File: config.mk
export PLATFORM = sky130hd
export DESIGN_NAME = ring_rr_arbiter_flat
export DESIGN_NICKNAME = d
export VERILOG_FILES = /design/src/rtl/ring_rr_arbiter_if.sv /design/src/rtl/ring_rr_arbiter.sv /design/src/flat_wrapper.sv
export SDC_FILE = /design/constraint.sdc
export NUM_CORES = 1
export LEC_CHECK = 0
export BUFFER_PORTS_ARGS = -buffer_cell sky130_fd_sc_hd__buf_2
export CORE_MARGIN = 3
export CORE_UTILIZATION = 61
export CTS_BUF_LIST = sky130_fd_sc_hd__clkbuf_8
export DETAILED_ROUTE_END_ITERATION = 10
export HOLD_SLACK_MARGIN = 0.12
export PLACE_DENSITY_LB_ADDON = 0.08
export SKIP_CTS_REPAIR_TIMING = 1
export SKIP_LAST_GASP = 1
export SLEW_MARGIN = 30
export SYNTH_ARGS = -nofsm -noshare
export SYNTH_HDL_FRONTEND = slang
export SYNTH_SLANG_ARGS = --single-unit
File: constraint.sdc
create_clock -name clk -period 7.4 [get_ports clk]
set_input_delay 0.37 -clock clk [delete_from_list [all_inputs] [get_ports clk]]
set_output_delay 0.37 -clock clk [all_outputs]
set_load 0.02 [all_outputs]
File: src/rtl/ring_rr_arbiter_if.sv
// Request/grant bundle between the requesting units and the ring round-robin arbiter.
// Requesters use the master modport; the arbiter uses the slave modport.
interface ring_rr_arbiter_if #(
    parameter int N   = 5,
    parameter int IDW = 3
);
    logic [N-1:0]   req;
    logic [N-1:0]   done;
    logic [N-1:0]   gnt;
    logic           gnt_valid;
    logic [IDW-1:0] gnt_id;
    logic [N-1:0]   token;
    logic           timeout;

    modport master (
        output req, done,
        input  gnt, gnt_valid, gnt_id, token, timeout
    );

    modport slave (
        input  req, done,
        output gnt, gnt_valid, gnt_id, token, timeout
    );
endinterface

File: src/rtl/ring_rr_arbiter.sv
// Round-robin arbiter with a one-hot token ring; a grant is held until the owner releases it.
// Define ARB_TIMEOUT_EN to force a release after MAX_HOLD grant cycles (timeout pulse).
module ring_rr_arbiter #(
    parameter int N        = 5,
    parameter int IDW      = 3,
    parameter int MAX_HOLD = 8
) (
    input  logic             clk,
    input  logic             rst_n,
    ring_rr_arbiter_if.slave bus
);

    typedef enum logic [1:0] {
        IDLE    = 2'd0,
        GRANT   = 2'd1,
        RELEASE = 2'd2
    } state_t;

    state_t         r_state;
    state_t         w_nextState;
    logic [N-1:0]   r_token;
    logic [N-1:0]   r_gnt;
    logic [IDW-1:0] r_owner;
    logic [IDW-1:0] w_tokIdx;
    logic [IDW-1:0] w_nextIdx;
    logic [IDW-1:0] w_startIdx;
    logic [IDW-1:0] w_winIdx;
    logic           w_anyReq;
    logic           w_release;
    logic           w_forced;
    logic           w_timeout;

    if (N < 2 || N > 8 || IDW != $clog2(N) || MAX_HOLD < 1) begin : g_badParam
        $error("ring_rr_arbiter: illegal parameter combination");
    end

    assign w_anyReq   = |bus.req;
    assign w_release  = bus.done[r_owner] || !bus.req[r_owner];
    assign w_nextIdx  = (r_owner == IDW'(N - 1)) ? '0 : r_owner + IDW'(1);
    // The dead cycle already arbitrates from the advanced position, before the token register catches up
    assign w_startIdx = (r_state == RELEASE) ? w_nextIdx : w_tokIdx;

    always_comb begin
        w_tokIdx = '0;
        for (int i = N - 1; i >= 0; i--) begin
            if (r_token[i]) w_tokIdx = IDW'(i);
        end
        if (!$onehot(r_token)) w_tokIdx = '0;
    end

    // Descending scan so the lowest ring distance from the start index is written last
    always_comb begin
        int             cand;
        logic [IDW-1:0] candIdx;
        w_winIdx = '0;
        cand     = 0;
        candIdx  = '0;
        for (int off = N - 1; off >= 0; off--) begin
            cand = int'(w_startIdx) + off;
            if (cand >= N) cand = cand - N;
            candIdx = IDW'(cand);
            if (bus.req[candIdx]) w_winIdx = candIdx;
        end
    end

`ifdef ARB_TIMEOUT_EN
    localparam int CW = $clog2(MAX_HOLD + 1);

    logic [CW-1:0] r_holdCnt;
    logic          r_timeout;

    always_ff @(posedge clk or negedge rst_n) begin
        if (!rst_n) begin
            r_holdCnt <= '0;
            r_timeout <= 1'b0;
        end else begin
            r_holdCnt <= (r_state == GRANT) ? r_holdCnt + CW'(1) : '0;
            r_timeout <= w_forced;
        end
    end

    assign w_forced  = (r_state == GRANT) && (r_holdCnt == CW'(MAX_HOLD - 1)) && !w_release;
    assign w_timeout = r_timeout;
`else
    assign w_forced  = 1'b0;
    assign w_timeout = 1'b0;
`endif

    always_ff @(posedge clk or negedge rst_n) begin
        if (!rst_n) r_state <= IDLE;
        else        r_state <= w_nextState;
    end

    always_comb begin
        w_nextState = r_state;
        case (r_state)
            IDLE:    if (w_anyReq) w_nextState = GRANT;
            GRANT:   if (w_release || w_forced) w_nextState = RELEASE;
            RELEASE: w_nextState = w_anyReq ? GRANT : IDLE;
            default: w_nextState = IDLE;
        endcase
    end

    always_ff @(posedge clk or negedge rst_n) begin
        if (!rst_n) begin
            r_gnt   <= '0;
            r_owner <= '0;
            r_token <= N'(1);
        end else begin
            if (w_nextState == GRANT && r_state != GRANT) begin
                r_gnt   <= N'(1) << w_winIdx;
                r_owner <= w_winIdx;
            end else if (w_nextState != GRANT) begin
                r_gnt <= '0;
            end
            if (r_state == RELEASE)     r_token <= N'(1) << w_nextIdx;
            else if (!$onehot(r_token)) r_token <= N'(1);
        end
    end

    always_comb begin
        bus.gnt       = r_gnt;
        bus.gnt_valid = |r_gnt;
        bus.gnt_id    = (|r_gnt) ? r_owner : '0;
        bus.token     = r_token;
        bus.timeout   = w_timeout;
    end

endmodule
File: src/flat_wrapper.sv
// flat-port wrapper written by rule: the top's interface ports become plain ports
module ring_rr_arbiter_flat 
#(
    parameter int N        = 5,
    parameter int IDW      = 3,
    parameter int MAX_HOLD = 8
)
  (clk, rst_n, bus_req, bus_done, bus_gnt, bus_gnt_valid, bus_gnt_id, bus_token, bus_timeout);
  ring_rr_arbiter_if #(.N(N), .IDW(IDW)) bus_i ();
  input  logic clk;
  input  logic rst_n;
  input wire logic [$bits(bus_i.req)-1:0] bus_req;
  input wire logic [$bits(bus_i.done)-1:0] bus_done;
  output wire logic [$bits(bus_i.gnt)-1:0] bus_gnt;
  output wire logic [$bits(bus_i.gnt_valid)-1:0] bus_gnt_valid;
  output wire logic [$bits(bus_i.gnt_id)-1:0] bus_gnt_id;
  output wire logic [$bits(bus_i.token)-1:0] bus_token;
  output wire logic [$bits(bus_i.timeout)-1:0] bus_timeout;
  assign bus_i.req = bus_req;
  assign bus_i.done = bus_done;
  assign bus_gnt = bus_i.gnt;
  assign bus_gnt_valid = bus_i.gnt_valid;
  assign bus_gnt_id = bus_i.gnt_id;
  assign bus_token = bus_i.token;
  assign bus_timeout = bus_i.timeout;
  ring_rr_arbiter #(.N(N), .IDW(IDW), .MAX_HOLD(MAX_HOLD)) u_core (.clk(clk), .rst_n(rst_n), .bus(bus_i));
endmodule
==> metrics.log, run 1 <==
[metrics] total of warnings raised by yosys: 0
[metrics] growth of design area from synthesis to finish: 7.95%
[metrics] first-pass iteration count of the detailed router: 5
[metrics] area inside the core boundary: 3200 um2
[metrics] switching component of the power: 0.693 mW
[metrics] number of vias in the routed layout: 2205
[metrics] Achievable Freq: 0.165 GHz
[metrics] Die Ht: 65.5 um
[metrics] cell depth of the worst hold path: 2
[metrics] share of power burned in combinational logic: 0.818
[metrics] run status: completed
[metrics] vias in the first global route: 2054
[metrics] area of all placed cells without fillers: 2330 um2
[metrics] routed wirelength normalized by instance count: 17.9 um
[metrics] number of synthesized register bits: 15
[metrics] number of top-level pins: 27
[metrics] Avg Inst Size Synth: 7.93 um2
[metrics] final hold slack: 0.500 ns
[metrics] biggest fanout along the worst timing path: 13
[metrics] Post-synth EDFFs: 0
[metrics] sequential cell area fraction in the yosys report: 0.175
[metrics] worst IR drop on VDD: 0.305 mV
[metrics] Hold Path Sink: u_core.bus.gnt[2]$_DFFE_PN0P_
[metrics] proportion of register bits with asynchronous set or reset after synthesis: 1.00
[metrics] gate count of the mapped netlist: 272
[metrics] hold violation count in the final report: 0
[metrics] Clock Power Share: 0.056
[metrics] Vias per Instance: 6.64
[metrics] hold path startpoint: u_core.bus.gnt[2]$_DFFE_PN0P_
[metrics] count of max-cap constraint violations: 0
[metrics] fraction of final layout cells with drive strength greater than 1: 0.163
[metrics] power density over the cells: 546 nW/um2
[metrics] Reg-to-Reg Start: u_core.bus.token[3]$_DFFE_PN0P_
[metrics] most used flip-flop cell after synthesis: sky130_fd_sc_hd__dfrtp_1
[metrics] flop-to-flop setup slack: 1.35 ns
[metrics] leading cell type in the layout, fill and taps excluded: sky130_fd_sc_hd__buf_2
[metrics] critical path's slowest cell: sky130_fd_sc_hd__nor3_2
[metrics] unrepaired setup endpoints after global routing: false
[metrics] share of total power in sequential cells: 0.126
[metrics] required time of the critical path: 7.60 ns
[metrics] setup tns final: 0 ns
[metrics] full die area: 4290 um2
[metrics] CP most frequent cell: sky130_fd_sc_hd__ha_1
[metrics] total number of clock tree sinks: 15
[metrics] number of cell rows: 20
[metrics] I/O Buffers: 25
[metrics] Worst R2R Path Depth: 18
[metrics] Bufs on Longest Clock Path: 2
[metrics] CTS clock-pin slew for the worst setup and hold paths: 0.07 ns
[metrics] Clock Skews: 0.00378 ns
[metrics] gpl congestion: 0.967
[metrics] CTS tree: built
[metrics] antenna viol nets, final: 0
[metrics] initial antenna violation count: 0
[metrics] worst slew margin relative to its limit: 0.347
[metrics] total routing resource utilization after global routing: 0.294
[metrics] post-layout min period: 6.05 ns
[metrics] biggest cell delay along the critical path: 0.64 ns
[metrics] antenna diode count: 0
[metrics] Critical Path Sink Type: flip-flop
[metrics] Net count, final: 320
[metrics] count of unresolved DRC violations after routing: 0
[metrics] H-tree depth: 1
[metrics] Remaining Overflow, GRT: 0
[metrics] worst path arrival time: 6.25 ns
[metrics] final slew viol count: 0
[metrics] total wirelength of the detailed-routed design: 5950 um
[metrics] largest net degree at the start of global routing: 16
[metrics] iteration-0 DRC count of the detailed router: 198
[metrics] post-synthesis net count: 303
[metrics] transition at the pin with the smallest max-transition slack: 0.976 ns
[metrics] sum of net half-perimeters after detailed placement: 4470 um
[metrics] clock tree root driver cell: sky130_fd_sc_hd__clkbuf_8
[metrics] crit path cell chain: inv_1 > ha_1 > fa_1 > inv_1 > fa_1 > nand4b_1 > nor3_2 > nor2_1 > ha_1 > ha_1 > a211oi_1 > mux2i_1 > mux2_2 > o21ai_0 > or4b_1 > a311oi_1 > o22a_2 > a32o_1
[metrics] cell-internal power: 0.578 mW
[metrics] mapped cell area: 2160 um2
[metrics] Hold Crit Class: reg2reg
[metrics] Finish-stage setup viols: 0
[metrics] global-route wire length before repair: 9920 um
[metrics] Placed Area: 2270 um2
[metrics] effective utilization at floorplan: 0.673
[metrics] horizontal die dimension: 65.5 um
[metrics] Worst Path Class, Setup: reg2reg
[metrics] clock buffer count from CTS: 3
[metrics] insertion delay of the later-clocked pin in the worst-skew pair: 0.26 ns
[metrics] leakage power summed over all cells: 1.06 nW
[metrics] startpoint type of the worst setup path: flip-flop
[metrics] Worst R2R End: u_core.bus.gnt[3]$_DFFE_PN0P_
[metrics] switching part of the total power: 0.545
[metrics] number of distinct standard cells referenced by the synthesized netlist: 65
[metrics] Final Cycle Share: 0.817
[metrics] top library cells by usage in the layout, fill and taps aside: sky130_fd_sc_hd__buf_2 (25), sky130_fd_sc_hd__nor2_1 (23), sky130_fd_sc_hd__a21oi_1 (22)
## cells in the mapped netlist, types with 2 or more instances
| cell type | n | share of area |
|---|---|---|
| sky130_fd_sc_hd__nand4b_1 | 2 | 0.0081 |
| sky130_fd_sc_hd__xnor2_1 | 4 | 0.016 |
| sky130_fd_sc_hd__clkbuf_1 | 10 | 0.017 |
| sky130_fd_sc_hd__nor3_1 | 9 | 0.021 |
| sky130_fd_sc_hd__inv_1 | 14 | 0.024 |
| sky130_fd_sc_hd__a41o_1 | 2 | 0.0093 |
| sky130_fd_sc_hd__dfrtp_1 | 14 | 0.16 |
| sky130_fd_sc_hd__a22o_1 | 2 | 0.0081 |
| sky130_fd_sc_hd__a22oi_1 | 3 | 0.010 |
| sky130_fd_sc_hd__a21oi_1 | 22 | 0.051 |
| sky130_fd_sc_hd__o21ai_1 | 5 | 0.012 |
| sky130_fd_sc_hd__o31ai_1 | 3 | 0.010 |
| sky130_fd_sc_hd__nor3b_1 | 3 | 0.010 |
| sky130_fd_sc_hd__o32a_1 | 2 | 0.0093 |
| sky130_fd_sc_hd__a211o_1 | 3 | 0.012 |
| sky130_fd_sc_hd__a32o_1 | 3 | 0.014 |
| sky130_fd_sc_hd__nor2b_1 | 6 | 0.017 |
| sky130_fd_sc_hd__or4_1 | 2 | 0.0070 |
| sky130_fd_sc_hd__o21a_1 | 2 | 0.0070 |
| sky130_fd_sc_hd__or3b_1 | 2 | 0.0081 |
| sky130_fd_sc_hd__or3_1 | 2 | 0.0058 |
| sky130_fd_sc_hd__nand4_1 | 3 | 0.0087 |
| sky130_fd_sc_hd__nor2_1 | 23 | 0.040 |
| sky130_fd_sc_hd__o21ai_0 | 15 | 0.035 |
| sky130_fd_sc_hd__nand2_1 | 16 | 0.028 |
| sky130_fd_sc_hd__mux2i_1 | 12 | 0.056 |
| sky130_fd_sc_hd__a32oi_1 | 2 | 0.0081 |
| sky130_fd_sc_hd__nand2b_1 | 6 | 0.017 |
| sky130_fd_sc_hd__buf_4 | 3 | 0.010 |
| sky130_fd_sc_hd__o211ai_1 | 7 | 0.024 |
| sky130_fd_sc_hd__nand3_1 | 9 | 0.021 |
| sky130_fd_sc_hd__a211oi_1 | 2 | 0.0070 |
| sky130_fd_sc_hd__fa_1 | 3 | 0.028 |
| sky130_fd_sc_hd__mux2_2 | 5 | 0.026 |
| sky130_fd_sc_hd__and2_1 | 6 | 0.017 |
| sky130_fd_sc_hd__ha_1 | 16 | 0.093 |
## sequential cells by signal, summed over array words and instances, names as in the netlist
signal,flops
u_core.bus.gnt,5
u_core.bus.token,5
u_core.r_owner,3
u_core.r_state,2
## worst max-delay path by stage
stage / startpoint / to / slack [ns]
final: u_core.bus.token[3]$_DFFE_PN0P_ / u_core.bus.gnt[3]$_DFFE_PN0P_ / 1.35
after global placement: u_core.bus.token[3]$_DFFE_PN0P_ / u_core.bus.gnt[3]$_DFFE_PN0P_ / 1.62
after CTS: u_core.bus.token[3]$_DFFE_PN0P_ / u_core.bus.gnt[3]$_DFFE_PN0P_ / 1.51
after global routing: u_core.bus.token[3]$_DFFE_PN0P_ / u_core.bus.gnt[3]$_DFFE_PN0P_ / 1.04
after floorplan: u_core.bus.token[2]$_DFFE_PN0P_ / u_core.bus.gnt[1]$_DFFE_PN0P_ / 2.03
after detailed placement: u_core.bus.token[3]$_DFFE_PN0P_ / u_core.bus.gnt[3]$_DFFE_PN0P_ / 1.51
## metrics by stage
step | setup WS [ns] | util | instances | power [mW]
final | 1.35 | 0.727 | 332 | 1.27
after global routing | 1.04 | 0.727 | 332 | 1.38
after CTS | 1.51 | 0.722 | 331 | 1.24
after detailed placement | 1.51 | 0.707 | 327 | 1.17
after global placement | 1.62 | 0.707 | 327 | 1.14
after floorplan | 2.03 | - | 272 | 0.960
## power groups by stage
stage / clock (mW) / combinational [mW] / sequential (mW)
6_report: 0.0708 / 1.04 / 0.161
5_1_grt: 0.0738 / 1.14 / 0.165
4_1_cts: 0.0706 / 1.02 / 0.159
3_5_place_dp: 0 / 1.01 / 0.159
3_3_place_gp: 0 / 0.988 / 0.157
2_1_floorplan: 0 / 0.788 / 0.171
## worst max-delay path: cells and delay by family (launching register included)
family	cells	cell delay (ns)
AND/OR/NAND/NOR	4	1.70
buffers and inverters	2	0.15
flip-flops	1	0.39
adder cells (fa/ha/maj)	5	1.78
multiplexers	2	0.42
AO/OA/AOI/OAI	5	1.53
## layer usage
metal / vias up / track usage / share of wire
met1: 1036 / 0.389 / 0.43
li1: 1042 / - / -
met5: - / 0 / 0
met3: 15 / 0.0222 / 0.069
met2: 112 / 0.498 / 0.48
met4: 0 / 0.109 / 0.021
## area by class of cell
type	instances	area, um2
clock buffers	3	41.3
multi-input cells	227	1640
inverters	16	72.6
flip-flops and latches	15	377
repair buffers	26	135
fillers	286	875
well taps	44	55.1
clock inverters	1	5.00
## cells by family after synthesis
kind of cell / count (synthesis) / share of synthesized area
buffers and inverters: 30 / 0.0667
multiplexers: 18 / 0.0870
other: 1 / 0.00174
adder cells (fa/ha/maj): 19 / 0.121
flip-flops: 15 / 0.175
AO/OA/AOI/OAI: 86 / 0.279
AND/OR/NAND/NOR: 98 / 0.247
XOR/XNOR: 5 / 0.0238
No activity file was read; power rests on OpenSTA's default activity.
==> run 2, diff against run 1 <==
Settings changed: ABC_AREA set to 1, CORE_UTILIZATION 61 to 54.
Clock period 7.4 ns to 5.1 ns, I/O delays scaled along.
==> run 2 against run 1 <==
Clock power grew 31%. Register-to-register slack got worse by 0.90 ns. Synthesized cell count is 13% higher. Setup slack worse by 0.90 ns. Clock skew about the same. Non-clock buffer count unchanged. Largest cell class unchanged. Highest routed layer unchanged.
==> metrics.log, run 2 <==
[metrics] most used flip-flop cell after synthesis: sky130_fd_sc_hd__dfrtp_1
[metrics] count of max-cap constraint violations: 0 (unchanged)
[metrics] Critical Path Sink Type: flip-flop
[metrics] Final Non-Filler Cells: 381 (+15%)
[metrics] final slew viol count: 0 (unchanged)
[metrics] Achievable Freq: 0.215 GHz (+30%)
[metrics] I/O Buffers: 25 (unchanged)
[metrics] dominant cells by area after synthesis: sky130_fd_sc_hd__dfrtp_1 (18%), sky130_fd_sc_hd__nand2_1 (18%), sky130_fd_sc_hd__ha_1 (10%)
[metrics] CTS tree: built
[metrics] Final Cycle Share: 0.911 (+0.0939)
[metrics] Hold Crit Class: in2reg
[metrics] Bufs on Longest Clock Path: 2 (unchanged)
[metrics] number of synthesized register bits: 15 (unchanged)
[metrics] clock tree root driver cell: sky130_fd_sc_hd__clkbuf_8
[metrics] sum of net half-perimeters after detailed placement: 4020 um (-9.9%)
[metrics] number of top-level pins: 27 (unchanged)
[metrics] H-tree depth: 1 (unchanged)
[metrics] gpl congestion: 0.872 (-9.8%)
[metrics] effective utilization at floorplan: 0.579 (-0.0947)
[metrics] antenna diode count: 0 (unchanged)
[metrics] leading cell type in the layout, fill and taps excluded: sky130_fd_sc_hd__nand2_1
[metrics] number of cell rows: 21 (+5.0%)
[metrics] count of fill cells added during filler insertion: 349 (+22%)
[metrics] clock buffer count from CTS: 3 (unchanged)
[metrics] horizontal die dimension: 66.7 um (+1.9%)
[metrics] first-pass iteration count of the detailed router: 4 (-1)
[metrics] proportion of register bits with asynchronous set or reset after synthesis: 1.00 (unchanged)
[metrics] power density over the cells: 709 nW/um2 (+30%)
[metrics] Synth top cells by count: sky130_fd_sc_hd__nand2_1 (93), sky130_fd_sc_hd__inv_1 (45), sky130_fd_sc_hd__nand3_1 (37)
[metrics] Met1 Wirelength: 2260 um (-12%)
[metrics] Net count, final: 367 (+15%)
[metrics] number of distinct standard cells referenced by the synthesized netlist: 38 (-42%)
[metrics] worst setup path endpoint: u_core.bus.gnt[0]$_DFFE_PN0P_
[metrics] Reg-to-Reg Start: u_core.bus.token[3]$_DFFE_PN0P_
[metrics] routed wirelength normalized by instance count: 12.9 um (-28%)
[metrics] Worst Path Class, Setup: reg2reg
[metrics] mapped cell area: 1990 um2 (-7.7%)
[metrics] total of warnings raised by yosys: 0 (unchanged)
[metrics] dominant cell by count in the synthesized netlist: sky130_fd_sc_hd__nand2_1
[metrics] flop-to-flop setup slack: 0.45 ns (-0.90 ns)
[metrics] Avg Inst Size Synth: 6.49 um2 (-18%)
[metrics] unrepaired setup endpoints after global routing: false
[metrics] Post-synth EDFFs: 0 (unchanged)
[metrics] total routing resource utilization after global routing: 0.240 (-0.0542)
[metrics] Worst Setup Slack, final: 0.454 ns (-0.899 ns)
[metrics] insertion delay of the later-clocked pin in the worst-skew pair: 0.24 ns (-0.02 ns)
[metrics] Vias per Instance: 5.38 (-19%)
[metrics] fraction of final layout cells with drive strength greater than 1: 0.179 (+0.0159)
[metrics] placed cell count: 376 (+15%)
[metrics] top metal layer carrying routed signals: met4
[metrics] Worst R2R End: u_core.bus.gnt[0]$_DFFE_PN0P_
[metrics] area inside the core boundary: 3440 um2 (+7.5%)
[metrics] growth of design area from synthesis to finish: 11.0%
[metrics] iteration-0 DRC count of the detailed router: 143 (-28%)
[metrics] post-layout min period: 4.65 ns (-1.40 ns)
[metrics] initial antenna violation count: 0 (unchanged)
[metrics] total number of clock tree sinks: 15 (unchanged)
[metrics] startpoint of the most critical setup path: u_core.bus.token[3]$_DFFE_PN0P_
[metrics] startpoint type of the worst setup path: flip-flop
[metrics] biggest cell delay along the critical path: 0.48 ns (-0.16 ns)
[metrics] top library cells by usage in the layout, fill and taps aside: sky130_fd_sc_hd__nand2_1 (93), sky130_fd_sc_hd__inv_1 (46), sky130_fd_sc_hd__nand3_1 (37)
[metrics] CP most frequent cell: sky130_fd_sc_hd__nand2_1
[metrics] final hold slack: 0.359 ns (-0.141 ns)
[metrics] biggest fanout along the worst timing path: 6 (-7)
[metrics] total wirelength of the detailed-routed design: 4900 um (-18%)
[metrics] antenna viol nets, final: 0 (unchanged)
[metrics] CTS clock-pin slew for the worst setup and hold paths: 0.06 ns (about the same)
[metrics] Worst R2R Path Depth: 27 (+9)
[metrics] Bufs and invs on worst path: 4 (+2)
[metrics] leakage power summed over all cells: 1.23 nW (+17%)
[metrics] number of logic stages on the critical path including buffering: 27 (+9)
[metrics] full die area: 4450 um2 (+3.9%)
[metrics] Finish-stage setup viols: 0 (unchanged)
[metrics] cell type with the highest aggregate area in the netlist: sky130_fd_sc_hd__dfrtp_1
[metrics] routed length on met2: 2280 um (-20%)
[metrics] post-synthesis net count: 338 (+12%)
[metrics] area of all placed cells without fillers: 2210 um2 (-5.1%)
[metrics] largest net degree at the start of global routing: 16 (unchanged)
[metrics] run status: completed
[metrics] Clock Skews: 0.00331 ns (-0.000469 ns)
[metrics] count of unresolved DRC violations after routing: 0 (unchanged)
[metrics] Placed Area: 2150 um2 (-5.0%)
[metrics] Die Ht: 66.7 um (+1.9%)
[metrics] Remaining Overflow, GRT: 0 (unchanged)
[metrics] worst IR drop on VDD: 0.286 mV (-6.3%)
[metrics] gate count of the mapped netlist: 307 (+13%)
[metrics] Worst path top cell family by delay: adder cells
[metrics] hold violation count in the final report: 0 (unchanged)
[metrics] number of vias in the routed layout: 2051 (-7.0%)
[metrics] vias in the first global route: 1949 (-5.1%)
[metrics] critical path's slowest cell: sky130_fd_sc_hd__fa_1
[metrics] worst path arrival time: 4.83 ns (-1.42 ns)
[metrics] pre-CTS worst setup slack: 0.375 ns (-1.13 ns)
[metrics] metal3 WL: 237 um (-42%)
[metrics] share of Yosys cell area claimed by the top area cell type: 0.176 (+0.0135)
[metrics] setup tns final: 0 ns (unchanged)
[metrics] sequential cell area fraction in the yosys report: 0.189 (+0.0145)
[metrics] required time of the critical path: 5.28 ns (-2.32 ns)
[metrics] global-route wire length before repair: 8370 um (-16%)
==> run 2: changes by cell type after synthesis, moves of 8 or more <==
cell                       change
sky130_fd_sc_hd__a21oi_1      -15
sky130_fd_sc_hd__clkbuf_1     -10
sky130_fd_sc_hd__inv_1        +31
sky130_fd_sc_hd__mux2i_1      -12
sky130_fd_sc_hd__nand2_1      +77
sky130_fd_sc_hd__nand2_2       +8
sky130_fd_sc_hd__nand3_1      +28
==> run 2: where the power goes <==
part | internal, mW | switching [mW]
Combinational | 0.409 | 0.857
Clock | 0.0532 | 0.0395
Sequential | 0.166 | 0.0438
Total | 0.628 | 0.940
==> run 2: kinds of logic after synthesis <==
family          synth area share
compound gates             0.118
xor+xnor                  0.0163
fa+ha+maj                  0.131
buf+inv                    0.107
flops                      0.189
other cells              0.00188
simple gates               0.437
==> run 2: tightest hold or removal path, stage by stage <==
cell and delay [ns]:
sky130_fd_sc_hd__buf_2 0.08, sky130_fd_sc_hd__o41ai_1 0.08, sky130_fd_sc_hd__nor3_1 0.13
==> run 2: layer usage <==
| layer | up-vias | global-route usage |
|---|---|---|
| met2 | 58 | 0.415 |
| met3 | 10 | 0.0135 |
| met4 | 0 | 0.0838 |
| met1 | 931 | 0.314 |
| met5 | - | 0 |
| li1 | 1052 | - |
==> run 2: worst min path at each step <==
stage / startpoint / cells after the start / endpoint / slack, ns
6_report: bus_done[4] / 3 / u_core.r_state[1]$_DFF_PN0_ / 0.36
5_1_grt: bus_done[4] / 3 / u_core.r_state[1]$_DFF_PN0_ / 0.42
4_1_cts: rst_n / 1 / u_core.bus.token[3]$_DFFE_PN0P_ / -0.08
3_5_place_dp: rst_n / 1 / u_core.bus.token[3]$_DFFE_PN0P_ / 0.18
3_3_place_gp: rst_n / 1 / u_core.bus.token[3]$_DFFE_PN0P_ / 0.18
2_1_floorplan: rst_n / 0 / u_core.bus.gnt[0]$_DFFE_PN0P_ / -0.04
==> run 2: stage by stage <==
stage               power [mW]   util
finish                    1.57  0.642
detailed placement        1.46  0.625
floorplan                 1.21      -
global placement          1.44  0.625
global route              1.75  0.642
CTS                       1.56  0.638
==> run 2: cell type report <==
cell class / instances / area, um2 / share of cell area
clock buffers: 3 / 41.3 / 0.0187
flip-flops and latches: 15 / 377 / 0.170
multi-input cells: 239 / 1410 / 0.636
inverters: 51 / 191 / 0.0866
repair buffers: 26 / 135 / 0.0611
clock inverters: 1 / 3.75 / 0.00170
well taps: 46 / 57.6 / 0.0260
